===== config.mk =====
export PLATFORM = sky130hd
export DESIGN_NAME = ripple_cnt_reader_flat
export DESIGN_NICKNAME = d
export VERILOG_FILES = /design/src/rtl/ripple_cnt_reader_pkg.sv /design/src/rtl/ripple_cnt_reader_if.sv /design/src/rtl/ripple_cnt_reader_sync_2ff.sv /design/src/rtl/ripple_cnt_reader.sv /design/src/flat_wrapper.sv
export SDC_FILE = /design/constraint.sdc
export NUM_CORES = 1
export LEC_CHECK = 0
export ABC_AREA = 1
export CAP_MARGIN = 10
export CORE_MARGIN = 2
export CORE_UTILIZATION = 35
export CTS_CLUSTER_DIAMETER = 200
export CTS_CLUSTER_SIZE = 40
export DETAILED_ROUTE_END_ITERATION = 10
export GPL_TIMING_DRIVEN = 1
export RECOVER_POWER = 25
export SLEW_MARGIN = 40
export SYNTH_ARGS = -nofsm -noshare
export SYNTH_HDL_FRONTEND = slang
export SYNTH_SLANG_ARGS = --single-unit

===== constraint.sdc =====
create_clock -name clk -period 3.02 [get_ports clk]
set_clock_uncertainty 0.05 [all_clocks]
set_input_delay 0.302 -clock clk [delete_from_list [all_inputs] [get_ports clk]]
set_output_delay 0.302 -clock clk [all_outputs]
set_load 0.02 [all_outputs]

===== src/rtl/ripple_cnt_reader_pkg.sv =====
// rtl/ripple_cnt_reader_pkg.sv - shared types, default widths and step arithmetic for ripple_cnt_reader
package rcr_pkg;

  localparam int CNT_W_DEF         = 4;
  localparam int ACC_W_DEF         = 16;
  localparam int STABLE_CYCLES_DEF = 3;
  localparam int MAX_STEP_DEF      = 4;

  typedef enum logic [1:0] {IDLE, SETTLE, UPDATE} state_t;

  // Direction picks which way around the modulo-2^cnt_w ring the counter moved.
  function automatic int step_calc(input int cand, input int last, input logic dir, input int cnt_w);
    int mask;
    mask = (1 << cnt_w) - 1;
    if (dir) step_calc = (cand - last) & mask;
    else     step_calc = -((last - cand) & mask);
  endfunction

endpackage


===== src/rtl/ripple_cnt_reader_if.sv =====
// rtl/ripple_cnt_reader_if.sv - counter input / accumulator output bundle for ripple_cnt_reader
interface ripple_cnt_reader_if
  import rcr_pkg::*;
#(
  parameter int CNT_W = CNT_W_DEF,
  parameter int ACC_W = ACC_W_DEF
) ();

  logic [CNT_W-1:0] cnt_async;
  logic             up_down;
  logic             clr;
  logic [ACC_W-1:0] acc;
  logic [CNT_W-1:0] delta;
  logic             acc_valid;
  logic             step_err;
  logic             sat;

  modport master (output cnt_async, up_down, clr,
                  input  acc, delta, acc_valid, step_err, sat);
  modport slave  (input  cnt_async, up_down, clr,
                  output acc, delta, acc_valid, step_err, sat);

endinterface


===== src/rtl/ripple_cnt_reader_sync_2ff.sv =====
// rtl/ripple_cnt_reader_sync_2ff.sv - parameterised-width two-flop synchroniser, async active-high reset
module sync_2ff #(
  parameter int W = 1
) (
  input  logic         clk,
  input  logic         rst,
  input  logic [W-1:0] d,
  output logic [W-1:0] q
);

  logic [W-1:0] meta_q;
  logic [W-1:0] sync_q;

  always_ff @(posedge clk or posedge rst) begin
    if (rst) begin
      meta_q <= '0;
      sync_q <= '0;
    end else begin
      meta_q <= d;
      sync_q <= meta_q;
    end
  end

  assign q = sync_q;

endmodule


===== src/rtl/ripple_cnt_reader.sv =====
// rtl/ripple_cnt_reader.sv - glitch-filtered reader/accumulator for an async up/down ripple counter
// Optional clamp-on-overflow accumulator: define RCR_SATURATE_EN.
module ripple_cnt_reader
  import rcr_pkg::*;
#(
  parameter int CNT_W         = CNT_W_DEF,
  parameter int ACC_W         = ACC_W_DEF,
  parameter int STABLE_CYCLES = STABLE_CYCLES_DEF,
  parameter int MAX_STEP      = MAX_STEP_DEF
) (
  input  logic                clk,
  input  logic                rst,
  ripple_cnt_reader_if.slave  bus
);

  localparam int SC_W = $clog2(STABLE_CYCLES + 1);

  logic [CNT_W:0]   sync_out;
  logic [CNT_W-1:0] s_cnt;
  logic             s_dir;

  sync_2ff #(.W(CNT_W + 1)) u_sync (
    .clk (clk),
    .rst (rst),
    .d   ({bus.up_down, bus.cnt_async}),
    .q   (sync_out)
  );

  assign s_dir = sync_out[CNT_W];
  assign s_cnt = sync_out[CNT_W-1:0];

  state_t           state_q, state_d;
  logic [CNT_W-1:0] cand_q, cand_d;
  logic [SC_W-1:0]  scnt_q, scnt_d;
  logic [CNT_W-1:0] last_q, last_d;
  logic [ACC_W-1:0] acc_q, acc_d;
  logic [CNT_W-1:0] delta_q, delta_d;
  logic             valid_q, valid_d;
  logic             err_q, err_d;
  int               step_i;
  int               step_mag;
`ifdef RCR_SATURATE_EN
  logic             sat_q, sat_d;
  logic [ACC_W:0]   sum;
`endif

  always_comb begin
    state_d  = state_q;
    cand_d   = cand_q;
    scnt_d   = scnt_q;
    last_d   = last_q;
    acc_d    = acc_q;
    delta_d  = delta_q;
    valid_d  = 1'b0;
    err_d    = err_q;
    step_i   = 0;
    step_mag = 0;
`ifdef RCR_SATURATE_EN
    sat_d    = sat_q;
    sum      = '0;
`endif
    case (state_q)
      IDLE: begin
        if (s_cnt != last_q) begin
          cand_d  = s_cnt;
          scnt_d  = SC_W'(1);
          state_d = (STABLE_CYCLES <= 1) ? UPDATE : SETTLE;
        end
      end
      SETTLE: begin
        if (s_cnt != cand_q) begin
          cand_d = s_cnt;
          scnt_d = SC_W'(1);
        end else begin
          scnt_d = scnt_q + SC_W'(1);
          // A ripple that settles back onto the old value is not a count.
          if (int'(scnt_q) + 1 >= STABLE_CYCLES)
            state_d = (cand_q == last_q) ? IDLE : UPDATE;
        end
      end
      UPDATE: begin
        step_i   = step_calc(int'(cand_q), int'(last_q), s_dir, CNT_W);
        step_mag = (step_i < 0) ? -step_i : step_i;
`ifdef RCR_SATURATE_EN
        sum = {acc_q[ACC_W-1], acc_q} + (ACC_W + 1)'(step_i);
        if (sum[ACC_W] != sum[ACC_W-1]) begin
          acc_d = sum[ACC_W] ? {1'b1, {(ACC_W-1){1'b0}}} : {1'b0, {(ACC_W-1){1'b1}}};
          sat_d = 1'b1;
        end else begin
          acc_d = sum[ACC_W-1:0];
        end
`else
        acc_d = acc_q + ACC_W'(step_i);
`endif
        if (step_mag > MAX_STEP) err_d = 1'b1;
        delta_d = CNT_W'(step_i);
        last_d  = cand_q;
        valid_d = 1'b1;
        state_d = IDLE;
      end
      default: state_d = IDLE;
    endcase
    // Clear beats a coincident update for the accumulator and flags only.
    if (bus.clr) begin
      acc_d = '0;
      err_d = 1'b0;
`ifdef RCR_SATURATE_EN
      sat_d = 1'b0;
`endif
    end
  end

  always_ff @(posedge clk or posedge rst) begin
    if (rst) begin
      state_q <= IDLE;
      cand_q  <= '0;
      scnt_q  <= '0;
      last_q  <= '0;
      acc_q   <= '0;
      delta_q <= '0;
      valid_q <= 1'b0;
      err_q   <= 1'b0;
`ifdef RCR_SATURATE_EN
      sat_q   <= 1'b0;
`endif
    end else begin
      state_q <= state_d;
      cand_q  <= cand_d;
      scnt_q  <= scnt_d;
      last_q  <= last_d;
      acc_q   <= acc_d;
      delta_q <= delta_d;
      valid_q <= valid_d;
      err_q   <= err_d;
`ifdef RCR_SATURATE_EN
      sat_q   <= sat_d;
`endif
    end
  end

  assign bus.acc       = acc_q;
  assign bus.delta     = delta_q;
  assign bus.acc_valid = valid_q;
  assign bus.step_err  = err_q;
`ifdef RCR_SATURATE_EN
  assign bus.sat       = sat_q;
`else
  assign bus.sat       = 1'b0;
`endif

endmodule


===== src/flat_wrapper.sv =====
// flat-port wrapper written by rule: the top's interface ports become plain ports
module ripple_cnt_reader_flat import rcr_pkg::*;
#(
  parameter int CNT_W         = CNT_W_DEF,
  parameter int ACC_W         = ACC_W_DEF,
  parameter int STABLE_CYCLES = STABLE_CYCLES_DEF,
  parameter int MAX_STEP      = MAX_STEP_DEF
)
  (clk, rst, bus_cnt_async, bus_up_down, bus_clr, bus_acc, bus_delta, bus_acc_valid, bus_step_err, bus_sat);
  ripple_cnt_reader_if #(.CNT_W(CNT_W), .ACC_W(ACC_W)) bus_i ();
  input  logic clk;
  input  logic rst;
  input wire logic [$bits(bus_i.cnt_async)-1:0] bus_cnt_async;
  input wire logic [$bits(bus_i.up_down)-1:0] bus_up_down;
  input wire logic [$bits(bus_i.clr)-1:0] bus_clr;
  output wire logic [$bits(bus_i.acc)-1:0] bus_acc;
  output wire logic [$bits(bus_i.delta)-1:0] bus_delta;
  output wire logic [$bits(bus_i.acc_valid)-1:0] bus_acc_valid;
  output wire logic [$bits(bus_i.step_err)-1:0] bus_step_err;
  output wire logic [$bits(bus_i.sat)-1:0] bus_sat;
  assign bus_i.cnt_async = bus_cnt_async;
  assign bus_i.up_down = bus_up_down;
  assign bus_i.clr = bus_clr;
  assign bus_acc = bus_i.acc;
  assign bus_delta = bus_i.delta;
  assign bus_acc_valid = bus_i.acc_valid;
  assign bus_step_err = bus_i.step_err;
  assign bus_sat = bus_i.sat;
  ripple_cnt_reader #(.CNT_W(CNT_W), .ACC_W(ACC_W), .STABLE_CYCLES(STABLE_CYCLES), .MAX_STEP(MAX_STEP)) u_core (.clk(clk), .rst(rst), .bus(bus_i));
endmodule

[After elaboration in Yosys (flattened, before gate mapping)]
Index checks and enable logic that the tools add are counted.
Operators by class
  add/subtract/negate cells: 7
  $mul: 0
  div/mod/pow operators: 0
  $lt $le $gt $ge: 3
  equality and inequality tests: 9
  shift operators: 0
  muxes and demuxes: 19
  bitwise logic cells: 0
  reductions and logical operators: 8
Operators by type and width (number)
  $mux W32: 3
  $ge A32 B3 Y1 const B: 1
  $gt A32 B4 Y1 const B: 1
  $lt A32 B1 Y1 const B: 1
  $mux W16: 2
  $neg A32 Y32: 1
  $neg A4 Y32: 1
  $add A16 B16 Y16: 1
  $mux W2: 5
  $mux W4: 2
  $ne A4 B4 Y1: 2
  $pmux W2 S2: 2
  $pmux W4 S2: 1
  $sub A4 B4 Y4: 2
  $ne A2 B1 Y1 const B: 3
  $reduce_and A3 Y1: 2
  $reduce_bool A2 Y1: 3
  $eq A4 B4 Y1: 1
  $mux W1: 4
  $reduce_and A2 Y1: 2
  $add A2 B1 Y3 const B: 1
  $add A2 B1 Y2 const B: 1
  $eq A2 B1 Y1 const B: 1
  $eq A2 B2 Y1 const B: 1
  other kinds (2): 2
Word-level totals
  register bits: 44
  bits in latches: 0
  memory bits (writable): 0
  memory bits (read-only): 0
  output and inout bits: 23
  logic and storage cells: 56
  memories kept: 0

[Logic depth before layout (Yosys ltp)]
  word-level depth: 10
  gate-level depth with buffers: 24
  depth with buffers taken out: 24

[Modules after synthesis]
A second synthesis with hierarchy kept.
Unflattened totals
  cell total of the unflattened synthesis: 393
  area total of the unflattened synthesis: 2920.3 um^2
Modules (own cells, without submodules)
  ripple_cnt_reader: times used 1, cells an instance 382, area an instance 2666.3 um^2, sequential area each 850.8 um^2
  sync_2ff: times used 1, cells an instance 11, area an instance 254.0 um^2, sequential area each 250.2 um^2

[Worst setup path after synthesis]
No wires, ideal clock.
  path kind: flip-flop to flip-flop
  from: register u_core.last_q[0]
  to: register u_core.acc_q[10] (netlist: u_core.bus.acc[10])
  arrival time: 3.064 ns
  slack: -0.212 ns
  cell stages (with the launch flop): 24
  buffers on the path: 0
  clock period less this slack: 3.232 ns
  cells stage by stage: dfrtp_1 > inv_1 > ha_1 > inv_1 > fa_1 > nand2_2 > nand2_1 > nor3_1 > ha_1 > a21oi_1 > inv_1 > ha_1 > a21oi_1 > inv_1 > a31oi_1 > inv_1 > nand3_1 > a21oi_2 > nand2_1 > nand2_1 > nand2_1 > nand2_1 > nand3_1 > nand2_1
On the way
  cells in the longest elaborated chain, start to end: 7
RTL lines
  from (decl): line ripple_cnt_reader.sv:35  | logic [CNT_W-1:0] last_q, last_d;
  from (signal assigned): line ripple_cnt_reader.sv:130  | last_q <= last_d;
  $sub A4 B4 Y4: line ripple_cnt_reader_pkg.sv:16  | else step_calc = -((last - cand) & mask);
  $neg A4 Y32: line ripple_cnt_reader_pkg.sv:16
  $mux W32 (*): line ripple_cnt_reader_pkg.sv:15  | if (dir) step_calc = (cand - last) & mask;
  $mux W32 (*): line ripple_cnt_reader.sv:62  | case (state_q)
  $add A16 B16 Y16 (*): line ripple_cnt_reader.sv:93  | acc_d = acc_q + ACC_W'(step_i);
  $mux W16 (*): line ripple_cnt_reader.sv:62
  $mux W16 (*): line ripple_cnt_reader.sv:104  | if (bus.clr) begin
  to (signal assigned): line ripple_cnt_reader.sv:119  | acc_q <= '0;
  to (signal assigned): line ripple_cnt_reader.sv:131  | acc_q <= acc_d;
  to (decl): line ripple_cnt_reader.sv:36  | logic [ACC_W-1:0] acc_q, acc_d;
Every way passes the cells marked *; elsewhere a longest branch is shown, timed or not. The select of a mux whose other input is x is not followed.
A chain may end at the register's enable or synchronous reset.

[Worst setup path after layout]
  from: register u_core.last_q[0]
  to: register u_core.acc_q[12] (netlist: u_core.bus.acc[12])
Same word-level chain as after synthesis.

==> results.cfg <==
[status]
status = complete, but fails checks
violations = capacitance limit, slew limit, setup timing

[grt]
grt_pass1_wl_mm = 13.5
gr-total-overflow = 0
grt_max_degree = 45
antenna_found_initial = 0
grt_util_all_layers = 0.186
grt_pass1_vias = 2987

[floorplan]
dieArea_mm2 = 0.00928
die-width_um = 96.3
core_mm2 = 0.00826
io_pins = 31
rows = 33
initial_utilization = 0.361
die_height_um = 96.3

[timing]
fmaxAchievable_ghz = 0.313
maxSlewViolCount = 45
rsz0062_at_grt = true
final-setup-viol-count = 14
whs_ps = 304
setup_tns_ps = -1410
finalHoldViolCount = 0
min_period_ps = 3190
worst_slack_ps = -171
slew_headroom = -0.349
post-route-period-util = 1.06
tightest_slew_ps = 2010

[critical_path]
crit_path_max_incr_delay_ps = 460
arrival_ps = 3330
critPathMostFrequentCell = ha_4
crit_fanout = 4
cp_cell_sequence = inv_2 > ha_4 > inv_4 > fa_2 > nor3_4 > ha_4 > a21oi_4 > inv_2 > ha_4 > a21oi_2 > inv_1 > a31oi_1 > inv_1 > buf_4 > buf_6 > nand3_4 > nand4_1 > nand3_2 > nand2_1
worst_setup_path_end_kind = flip-flop
critical_path_class = reg2reg
slowest_stage = fa_2
crit_path_start_kind = flip-flop
r2r_cells = 19
r2r_start = u_core.last_q[0]
worst_ep_required_time_ps = 3160
regToRegSetupSlack_ps = -170
worstReg2RegEnd = u_core.bus.acc[12]

[layout]
multi_input_area_mm2 = 0.00187
diodes = 0
fin_util = 0.510
nets = 530
regArea_mm2 = 0.00110
fillers = 792
layout-drive-gt1-share = 0.271
finalNonFillerCells = 604
syn2layout_area_growth_pct = 41.1

[drt]
antenna_left = 0
first_iter_violations = 97
routedWlPerCell_um = 13.6
dr.pass1.iters = 4
num_vias = 2949
drc = 0
vias_per_cell = 4.88
drt-total-wl_mm = 8.19

[clocking]
numCtsBuffers = 5
cts.sinks = 44
root_buffer = clkbuf_8
h-tree-depth = 2
clk_latency_ps = 300
cts_buffer_depth = 2
cts_tree = built
clk_pin_slew_ps = 90

[synthesis]
synth_top_area_share = 0.369
synth.distinct_cells = 36
ys_dominant_reg_cell = dfrtp_1
synth_edf_count = 0
synth_area_leaders = dfrtp_1, nand2_1, ha_1, inv_1, nand3_1
avgSynthCellArea_um2 = 7.37
synth_cells = 405
async_flop_share = 1.00
yosys.area.top_type = dfrtp_1
ys_seq_elements = 44
netlist_area_mm2 = 0.00298
ys_seq_area_frac = 0.369
synth_warnings = 0
synth_most_common_cell = nand2_1
synth_nets = 436
ys_top_cells_by_count = nand2_1, inv_1, dfrtp_1

[placement]
gp_congestion = 0.925
dp_hpwl_mm = 5.63
place_ws_ps = -313
dp_cells = 569
io_buffers = 29

[hold_path]
hp-start = u_core.u_sync.meta_q[4]
min_to = u_core.u_sync.q[4]
hold_path.class = reg2reg
hold_path_depth = 0

[pwr]
ir_drop_mv = 0.225
powerDensity_mw_per_mm2 = 345
p_leak_nw = 2.10

[run]
maxCapViolations = 1
## sequential cells by signal, summed over array words and instances (netlist names)
signal	count
u_core.bus.acc_valid	1
u_core.bus.delta	4
u_core.scnt_q	2
u_core.cand_q	4
u_core.bus.acc	16
u_core.state_q	2
u_core.u_sync.meta_q	5
u_core.bus.step_err	1
u_core.last_q	4
u_core.u_sync.q	5
## layout by cell type, fill, tap and decap left out, drive strengths merged, types with 6 or more instances in the layout
cell type	count
nor2	32
dfrtp	44
nand2	114
a21oi	18
clkdlybuf4s50	23
dlygate4sd3	6
o21ai	21
nand3	43
inv	65
buf	63
nand4	6
ha	20
## report_power, final
part | internal [mW] | switching, mW | total, mW
Sequential | 0.605 | 0.0142 | 0.619
Clock | 0.157 | 0.202 | 0.359
Combinational | 0.212 | 0.262 | 0.475
## per-layer routing
layer,global-route usage,vias to the layer above,part of all wire
met1,0.250,1395,0.47
met5,0,-,0
met3,0.0282,13,0.044
met4,0.0646,0,0.019
met2,0.304,62,0.47
li1,-,1479,-
## worst max path at each step
stage / start / end / slack [ps]
floorplan: u_core.last_q[0] / u_core.bus.acc[10] / -40
global placement: u_core.last_q[0] / u_core.bus.acc[10] / -260
detailed placement: u_core.last_q[0] / u_core.bus.acc[10] / -310
CTS: u_core.cand_q[0] / u_core.bus.acc[6] / -80
global route: u_core.last_q[0] / u_core.bus.acc[10] / -370
finish: u_core.last_q[0] / u_core.bus.acc[12] / -170
## worst max-delay path, delay by kind of cell (launching register included)
family	cells	cell delay, ps
AOI/OAI and AO/OA	3	410
adders and majority gates	4	1060
buffers and inverters	7	570
DFF	1	400
and+or+nand+nor	5	580
## what timing repair did
item                       4_1_cts  5_1_grt
resized for setup               26       23
buffers inserted                21        7
pin swaps                       20       16
setup endpoints to repair       12       14
hold buffers                     0        0
## final cells by class
cell class,instances,area share
Timing Repair Buffer,92,0.182
Tap cell,105,0.0312
Multi-Input combinational cell,289,0.445
Clock buffer,5,0.0163
Clock inverter,2,0.00297
Inverter,67,0.0609
Sequential cell,44,0.262
## kinds of logic (layout without fill, tap and decap cells)
logic type	Yosys count	in the layout	share of synthesized area
adders and majority gates	23	23	0.104
and+or+nand+nor	204	204	0.307
xor gates and xnor gates	7	7	0.0206
other	1	1	0.00126
buffers and inverters	72	166	0.0927
DFF	44	44	0.369
AOI/OAI and AO/OA	54	54	0.106
## per-stage QoR
stage          area (um^2)  power, mW
2_1_floorplan         3040      0.870
3_3_place_gp          3700       1.00
3_5_place_dp          3700       1.01
4_1_cts               4070       1.45
5_1_grt               4210       1.55
6_report              4210       1.45
Power figures use the tool's default switching activity.
